--- src/rtl/mod_mul_barrett_pipe.sv ---
`default_nettype none
// +----------------------------------------------------------------------------+
// | Module   : mod_mul_barrett_pipe                                            |
// | Purpose  : 4-stage multi-lane Barrett modular multiplier, out = a*b mod Q, |
// |            valid/ready flow control; MODMUL_RANGE_CHK_EN adds out_err.    |
// | Revision : 1.0  initial release                                            |
// +----------------------------------------------------------------------------+
module mod_mul_barrett_pipe #(
  parameter int unsigned W     = 12,
  parameter int unsigned Q     = 3329,
  parameter int unsigned K     = 2*W,
  parameter int unsigned LANES = 1,
  parameter int unsigned TAG_W = 4
) (
  input  logic                 clk,
  input  logic                 r,
  input  logic                 in_valid,
  output logic                 in_ready,
  input  logic [LANES*W-1:0]   in_a,
  input  logic [LANES*W-1:0]   in_b,
  input  logic [TAG_W-1:0]     in_tag,
  output logic                 out_valid,
  input  logic                 out_ready,
  output logic [LANES*W-1:0]   out_data,
  output logic [TAG_W-1:0]     out_tag,
  output logic [LANES-1:0]     out_err
);

  // Wide enough for the full c*MU product, so m is exact before truncation.
  localparam int unsigned    PW    = 2*W + K + 1;
  localparam logic [PW-1:0]  TWO_K = PW'(1) << K;
  localparam logic [PW-1:0]  MU    = TWO_K / PW'(Q);
  localparam logic [2*W-1:0] Q_C   = (2*W)'(Q);
  localparam logic [W+1:0]   Q_X   = (W+2)'(Q);

  logic                      w_en;
  logic                      r_v1, r_v2, r_v3, r_v4;
  logic [TAG_W-1:0]          r_t1, r_t2, r_t3, r_t4;
  logic [LANES*2*W-1:0]      w_c, r_s1_c, r_s2_c;
  logic [LANES*2*W-1:0]      w_m, r_s2_m;
  logic [LANES*(W+2)-1:0]    w_x, r_s3_x;
  logic [LANES*W-1:0]        w_y, r_s4_y;

  assign w_en      = !r_v4 || out_ready;
  assign in_ready  = w_en;
  assign out_valid = r_v4;
  assign out_data  = r_s4_y;
  assign out_tag   = r_t4;

  for (genvar gi = 0; gi < LANES; gi++) begin : g_lane
    logic [W-1:0]  w_a, w_b;
    logic [PW-1:0] w_cext;
    logic [W+1:0]  w_x0, w_x1;

    assign w_a = in_a[gi*W +: W];
    assign w_b = in_b[gi*W +: W];
    assign w_c[gi*2*W +: 2*W] = (2*W)'(w_a) * (2*W)'(w_b);

    assign w_cext = PW'(r_s1_c[gi*2*W +: 2*W]);
    assign w_m[gi*2*W +: 2*W] = (2*W)'((w_cext * MU) >> K);

    // Barrett estimate undershoots by at most 2, so x < 3Q fits in W+2 bits.
    assign w_x[gi*(W+2) +: W+2] =
      (W+2)'(r_s2_c[gi*2*W +: 2*W] - Q_C * r_s2_m[gi*2*W +: 2*W]);

    assign w_x0 = r_s3_x[gi*(W+2) +: W+2];
    assign w_x1 = (w_x0 >= Q_X) ? w_x0 - Q_X : w_x0;
    assign w_y[gi*W +: W] = W'((w_x1 >= Q_X) ? w_x1 - Q_X : w_x1);
  end

  always_ff @(posedge clk or negedge r) begin
    if (!r) begin
      r_v1   <= 1'b0;
      r_v2   <= 1'b0;
      r_v3   <= 1'b0;
      r_v4   <= 1'b0;
      r_t1   <= '0;
      r_t2   <= '0;
      r_t3   <= '0;
      r_t4   <= '0;
      r_s1_c <= '0;
      r_s2_c <= '0;
      r_s2_m <= '0;
      r_s3_x <= '0;
      r_s4_y <= '0;
    end else if (w_en) begin
      r_v1   <= in_valid;
      r_v2   <= r_v1;
      r_v3   <= r_v2;
      r_v4   <= r_v3;
      r_t1   <= in_tag;
      r_t2   <= r_t1;
      r_t3   <= r_t2;
      r_t4   <= r_t3;
      r_s1_c <= w_c;
      r_s2_c <= r_s1_c;
      r_s2_m <= w_m;
      r_s3_x <= w_x;
      r_s4_y <= w_y;
    end
  end

`ifdef MODMUL_RANGE_CHK_EN
  localparam logic [W-1:0] Q_W = W'(Q);

  logic [LANES-1:0] w_err, r_e1, r_e2, r_e3, r_e4;

  for (genvar gi = 0; gi < LANES; gi++) begin : g_err
    assign w_err[gi] = (in_a[gi*W +: W] >= Q_W) || (in_b[gi*W +: W] >= Q_W);
  end

  always_ff @(posedge clk or negedge r) begin
    if (!r) begin
      r_e1 <= '0;
      r_e2 <= '0;
      r_e3 <= '0;
      r_e4 <= '0;
    end else if (w_en) begin
      r_e1 <= w_err;
      r_e2 <= r_e1;
      r_e3 <= r_e2;
      r_e4 <= r_e3;
    end
  end

  assign out_err = r_e4;
`else
  assign out_err = '0;
`endif

endmodule
`default_nettype wire
--- config.mk ---
export PLATFORM = sky130hd
export DESIGN_NAME = mod_mul_barrett_pipe
export DESIGN_NICKNAME = d
export VERILOG_FILES = /design/src/rtl/mod_mul_barrett_pipe.sv
export SDC_FILE = /design/constraint.sdc
export NUM_CORES = 1
export LEC_CHECK = 0
export BUFFER_PORTS_ARGS = -buffer_cell sky130_fd_sc_hd__buf_2
export CORE_MARGIN = 2
export CORE_UTILIZATION = 56
export CTS_BUF_LIST = sky130_fd_sc_hd__clkbuf_16
export CTS_CLUSTER_DIAMETER = 120
export DETAILED_ROUTE_END_ITERATION = 8
export GPL_ROUTABILITY_DRIVEN = 0
export GPL_TIMING_DRIVEN = 0
export HOLD_SLACK_MARGIN = 0.05
export PLACE_DENSITY = 0.8
export SYNTH_ARGS = -nofsm -noshare
export SYNTH_HDL_FRONTEND = slang
export SYNTH_SLANG_ARGS = --single-unit
--- constraint.sdc ---
create_clock -name clk -period 11.75 [get_ports clk]
set_input_delay 1.7625 -clock clk [delete_from_list [all_inputs] [get_ports clk]]
set_output_delay 1.7625 -clock clk [all_outputs]
set_load 0.02 [all_outputs]
Word level (Yosys, flattened, before mapping)
Index checks and enable logic that the tools add are counted.
{"block": "classes", "add_sub_neg": 3, "mul": 3, "magnitude_cmp": 2, "n_mux": 2, "n_reduce_logical": 2}
{"operator": "24-bit by 13-bit multiplier with 37-bit output, second input constant", "count": 1}
{"operator": "14-bit by 12-bit greater-or-equal comparator with 1-bit output, second input constant", "count": 2}
{"operator": "12-bit by 12-bit multiplier with 24-bit output", "count": 1}
{"operator": "12-bit by 24-bit multiplier with 14-bit output, first input constant", "count": 1}
{"operator": "14-bit two-way mux", "count": 1}
{"operator": "14-bit by 12-bit subtractor with 14-bit output, second input constant", "count": 1}
{"operator": "14-bit subtractor", "count": 1}
{"operator": "12-bit two-way mux", "count": 1}
{"operator": "12-bit subtractor, second input constant", "count": 1}
{"operator": "1-bit logical NOT", "count": 1}
{"operator": "1-bit logical OR", "count": 1}
{"block": "word_totals", "reg_bits": 108, "input_bits": 32, "out_inout_bits": 19, "word_cells": 25}

Logic depth before layout (Yosys ltp)
{"block": "logic_depth", "word_depth": 4, "depth_mapped": 22, "mapped_depth_nobuf": 21}

Worst setup path after synthesis
No wires, ideal clock.
{"block": "synth_path", "kind": "input to register", "start": "input in_b[5]", "end": "register r_s1_c[23]", "setup_ns": 0.136, "arrival_time_ns": 6.977, "required_time_ns": 11.614, "slack_ns": 4.637, "stages": 21, "n_path_buf": 1, "cell_sequence": "clkbuf_1 nand2_1 fa_1 inv_1 fa_1 inv_1 fa_1 inv_1 fa_1 inv_1 fa_1 inv_1 ha_1 or3_1 or3_1 a221oi_1 o221ai_1 a211oi_1 a21oi_1 xnor2_1 o21ai_0"}
{"block": "synth_via", "elab_chain_len": 1}
{"item": "from (decl)", "line_no": "20", "source": "input logic [LANES*W-1:0] in_b,"}
{"item": "12-bit by 12-bit multiplier with 24-bit output", "line_no": "57", "source": "assign w_c[gi*2*W +: 2*W] = (2*W)'(w_a) * (2*W)'(w_b);"}
{"item": "to (signal assigned)", "line_no": "95", "source": "r_s1_c <= w_c;"}
{"item": "to (decl)", "line_no": "39", "source": "logic [LANES*2*W-1:0] w_c, r_s1_c, r_s2_c;"}
Every way passes these cells.
A chain may end at the register's enable or synchronous reset.

Final worst setup path
Ends and elaborated chain as after synthesis.

==> metrics.md <==
| Metric | Value |
|---|---|
| Status | finished, final reports clean |
| Top Ports | 51 |
| DRC viols | 0 |
| WL/cell | 16.5 um |
| Syn avg cell area | 9.30 sq um |
| Syn Inst Count | 1665 |
| Post-synth EDFFs | 0 |
| Die Span Y | 170 um |
| Root Buffer | clkbuf_16 |
| Area grow syn2layout | 6.41% |
| Antenna diodes | 0 |
| Synth Register Bits | 97 |
| Measured slew at the worst slew-check pin | 1.19 ns |
| # Max-Cap Violations | 0 |
| GRT Total Usage | 25.0% |
| Core area | 0.0270 sq mm |
| WL final | 34200 um |
| Post-synthesis mux area share | 0.412% |
| Antenna Nets Post-Route | 0 |
| Post-synth ARST share | 100% |
| Die X | 170 um |
| Longest Clk Path Bufs | 2 |
| CTS tree | done |
| Port bufs | 49 |
| Clock-pin slew on the worst setup and hold paths | 0.07 ns |
| Clock sinks | 97 |
| Final hold violation count | 0 |
| Post-synth top flop | dfrtp_1 |
| Syn Nets | 2160 |
| Post-layout utilization of the core | 61.0% |
| Netlist cell types | 73 |
| CP startpoint kind | input port |
| Slew Limit Headroom | 18.5% |
| CTS buffer count | 9 |
| Final #Nets | 2221 |
| GR Util met1 | 32.8% |
| Compound-Gate Fraction of Synth Area | 8.35% |
| Met2 Use GR | 43.2% |
| H-tree depth | 3 |
| Row count | 60 |
| Via-to-Cell Ratio | 5.56 |
| Reg2Reg Depth | 17 |
| GRT busiest layer | met2 |
| Critical path type | in -> reg |
| Yosys top cell area share | 30.5% |
| CTS Hold Bufs | 0 |
| Most frequent cells in the layout | inv_1 (318), nand2_1 (243), fa_1 (236) |
| M3 GR Usage | 3.63% |
| Post-CTS Setup Inserts | 0 |
| Synth warn | 0 |
| Hold Crit Depth | 2 |
| Pin count of the biggest net entering global routing | 62 |
| Initial antenna violation count | 0 |
| HP Class | reg -> reg |
| Post-CTS sizing | 0 |
| Final Max Slew Viols | 0 |
| Vias in the first global route | 11824 |
| Worst reg2reg setup slack | 5.13 ns |
| Global-route wire length before repair | 57600 um |
| Worst-path fanout max | 10 |
| Register area share after synthesis | 15.7% |
| Maximum clock frequency | 125 MHz |
| Simple-Gate Fraction of Synth Area | 13.4% |
| Initial Util | 57.3% |
| Detail Placement HPWL | 28000 um |
| Worst skew pair latency | 0.36 ns |
| Initial DRC Count | 810 |
| Total number of vias | 11513 |
| Synth Area in Adders | 48.8% |
| TNS Setup | 0 ns |
| DIE AREA | 0.0290 sq mm |
| Syn Std Cell Area | 0.0155 sq mm |
| Largest area contributor in the netlist | fa_1 |
| Final worst path period need | 7.99 ns |
| WP data required | 11.94 ns |
| Leading cell types by total area after synthesis | fa_1 (31%), ha_1 (18%), dfrtp_1 (16%) |
| Synth Area in XOR/XNOR | 3.90% |
| Final setup viols | 0 |
| Pre-antenna DRT Iters | 5 |
| Layout Skew | 0.0151 ns |
| Commonest non-fill, non-tap cell in the layout | inv_1 |
| Tcrit/Tclk final | 68.0% |
| GRT overflow | 0 |
| RSZ-0062 raised after global routing | no |
| Crit path arrival time | 8.18 ns |
| Largest family of logic cells by synthesized area | adder cells |
| Crit. End Element | flip-flop |
| Layout cells sized above 1 | 5.03% |
## area by class of cell
type | instances | area, sq um
clock inverters | 6 | 66.3
well taps | 341 | 427
plain buffers | 62 | 263
flip-flops and latches | 97 | 2430
repair buffers | 50 | 275
clock buffers | 9 | 225
fillers | 2164 | 10500
inverters | 319 | 1200
multi-input cells | 1187 | 11600
## critical path: stages
cell	delay (ns)
buf_2	0.11
clkbuf_1	0.43
nand2_1	0.16
fa_1	0.56
inv_1	0.05
fa_1	0.51
inv_1	0.05
fa_1	0.50
inv_1	0.07
fa_1	0.57
inv_1	0.07
fa_1	0.53
inv_1	0.04
ha_1	0.22
or3_1	0.31
or3_1	0.37
a221oi_1	0.65
o221ai_1	0.30
a211oi_1	0.42
a21oi_1	0.14
xnor2_1	0.25
o21ai_0	0.11
## through the flow
step	setup slack, ns	area [sq um]	cells	hold WS, ns
6_report	3.76	16500	2071	0.464
5_1_grt	3.38	16500	2071	0.501
4_1_cts	3.76	16500	2071	0.467
3_5_place_dp	3.40	16200	2056	0.451
3_3_place_gp	3.64	16200	2055	0.441
2_1_floorplan	4.64	15500	1665	0.430
## metal layers
metal	share of wire (%)	vias up
met3	4.4	60
li1	-	5356
met2	50	272
met5	0	-
met1	43	5825
met4	2.5	0
## state kept, by name, indices dropped and copies added (netlist names)
name         count
r_s1_c          24
g_lane.w_x0     14
r_s2_c          14
r_s2_m          13
out_data        12
out_tag          4
r_t1             4
r_t2             4
r_t3             4
out_valid        1
r_v1             1
r_v2             1
r_v3             1
## synth_stat cells (all sizes together) (3+ instances only)
cell type and count:
o31ai 3, mux2i 3, a211oi 9, a21boi 3, nand2 243, ha 227, nand4 4, xor2 30
and2 55, nor2b 8, fa 236, nand3 12, o22ai 3, and3 7, dfrtp 97, nor2 55
o21ai 63, nand4b 6, a21oi 51, mux2 3, nand2b 16, o211ai 9, o21a 10, or3 9
nor4 4, nor3 10, inv 318, a21o 19, buf 11, a31oi 5, o21bai 3, clkbuf 51
xnor2 39, or2 3, nor4b 4
## worst paths after layout
check | start | to
worst max-delay path | in_b[5] | r_s1_c[23]$_DFFE_PN0P_
worst min-delay path | out_tag[3]$_DFFE_PN0P_ | out_tag[3]$_DFFE_PN0P_
worst max register to register | r_s1_c[13]$_DFFE_PN0P_ | r_s2_m[5]$_DFFE_PN0P_
worst min register to register | out_tag[3]$_DFFE_PN0P_ | out_tag[3]$_DFFE_PN0P_
max in group asynchronous | r | r_s1_c[13]$_DFFE_PN0P_
min in group asynchronous | r | out_data[11]$_DFFE_PN0P_
## logic make-up after synthesis
logic type               Yosys count
flip-flops                        97
buffers and inverters            381
AND/OR/NAND/NOR                  445
other                              1
multiplexers                       6
AO/OA/AOI/OAI                    203
adder cells (fa/ha/maj)          463
XOR/XNOR                          69
Power is not shown: default switching activity piles up to over one toggle a cycle in this logic, so the estimate is an artifact.
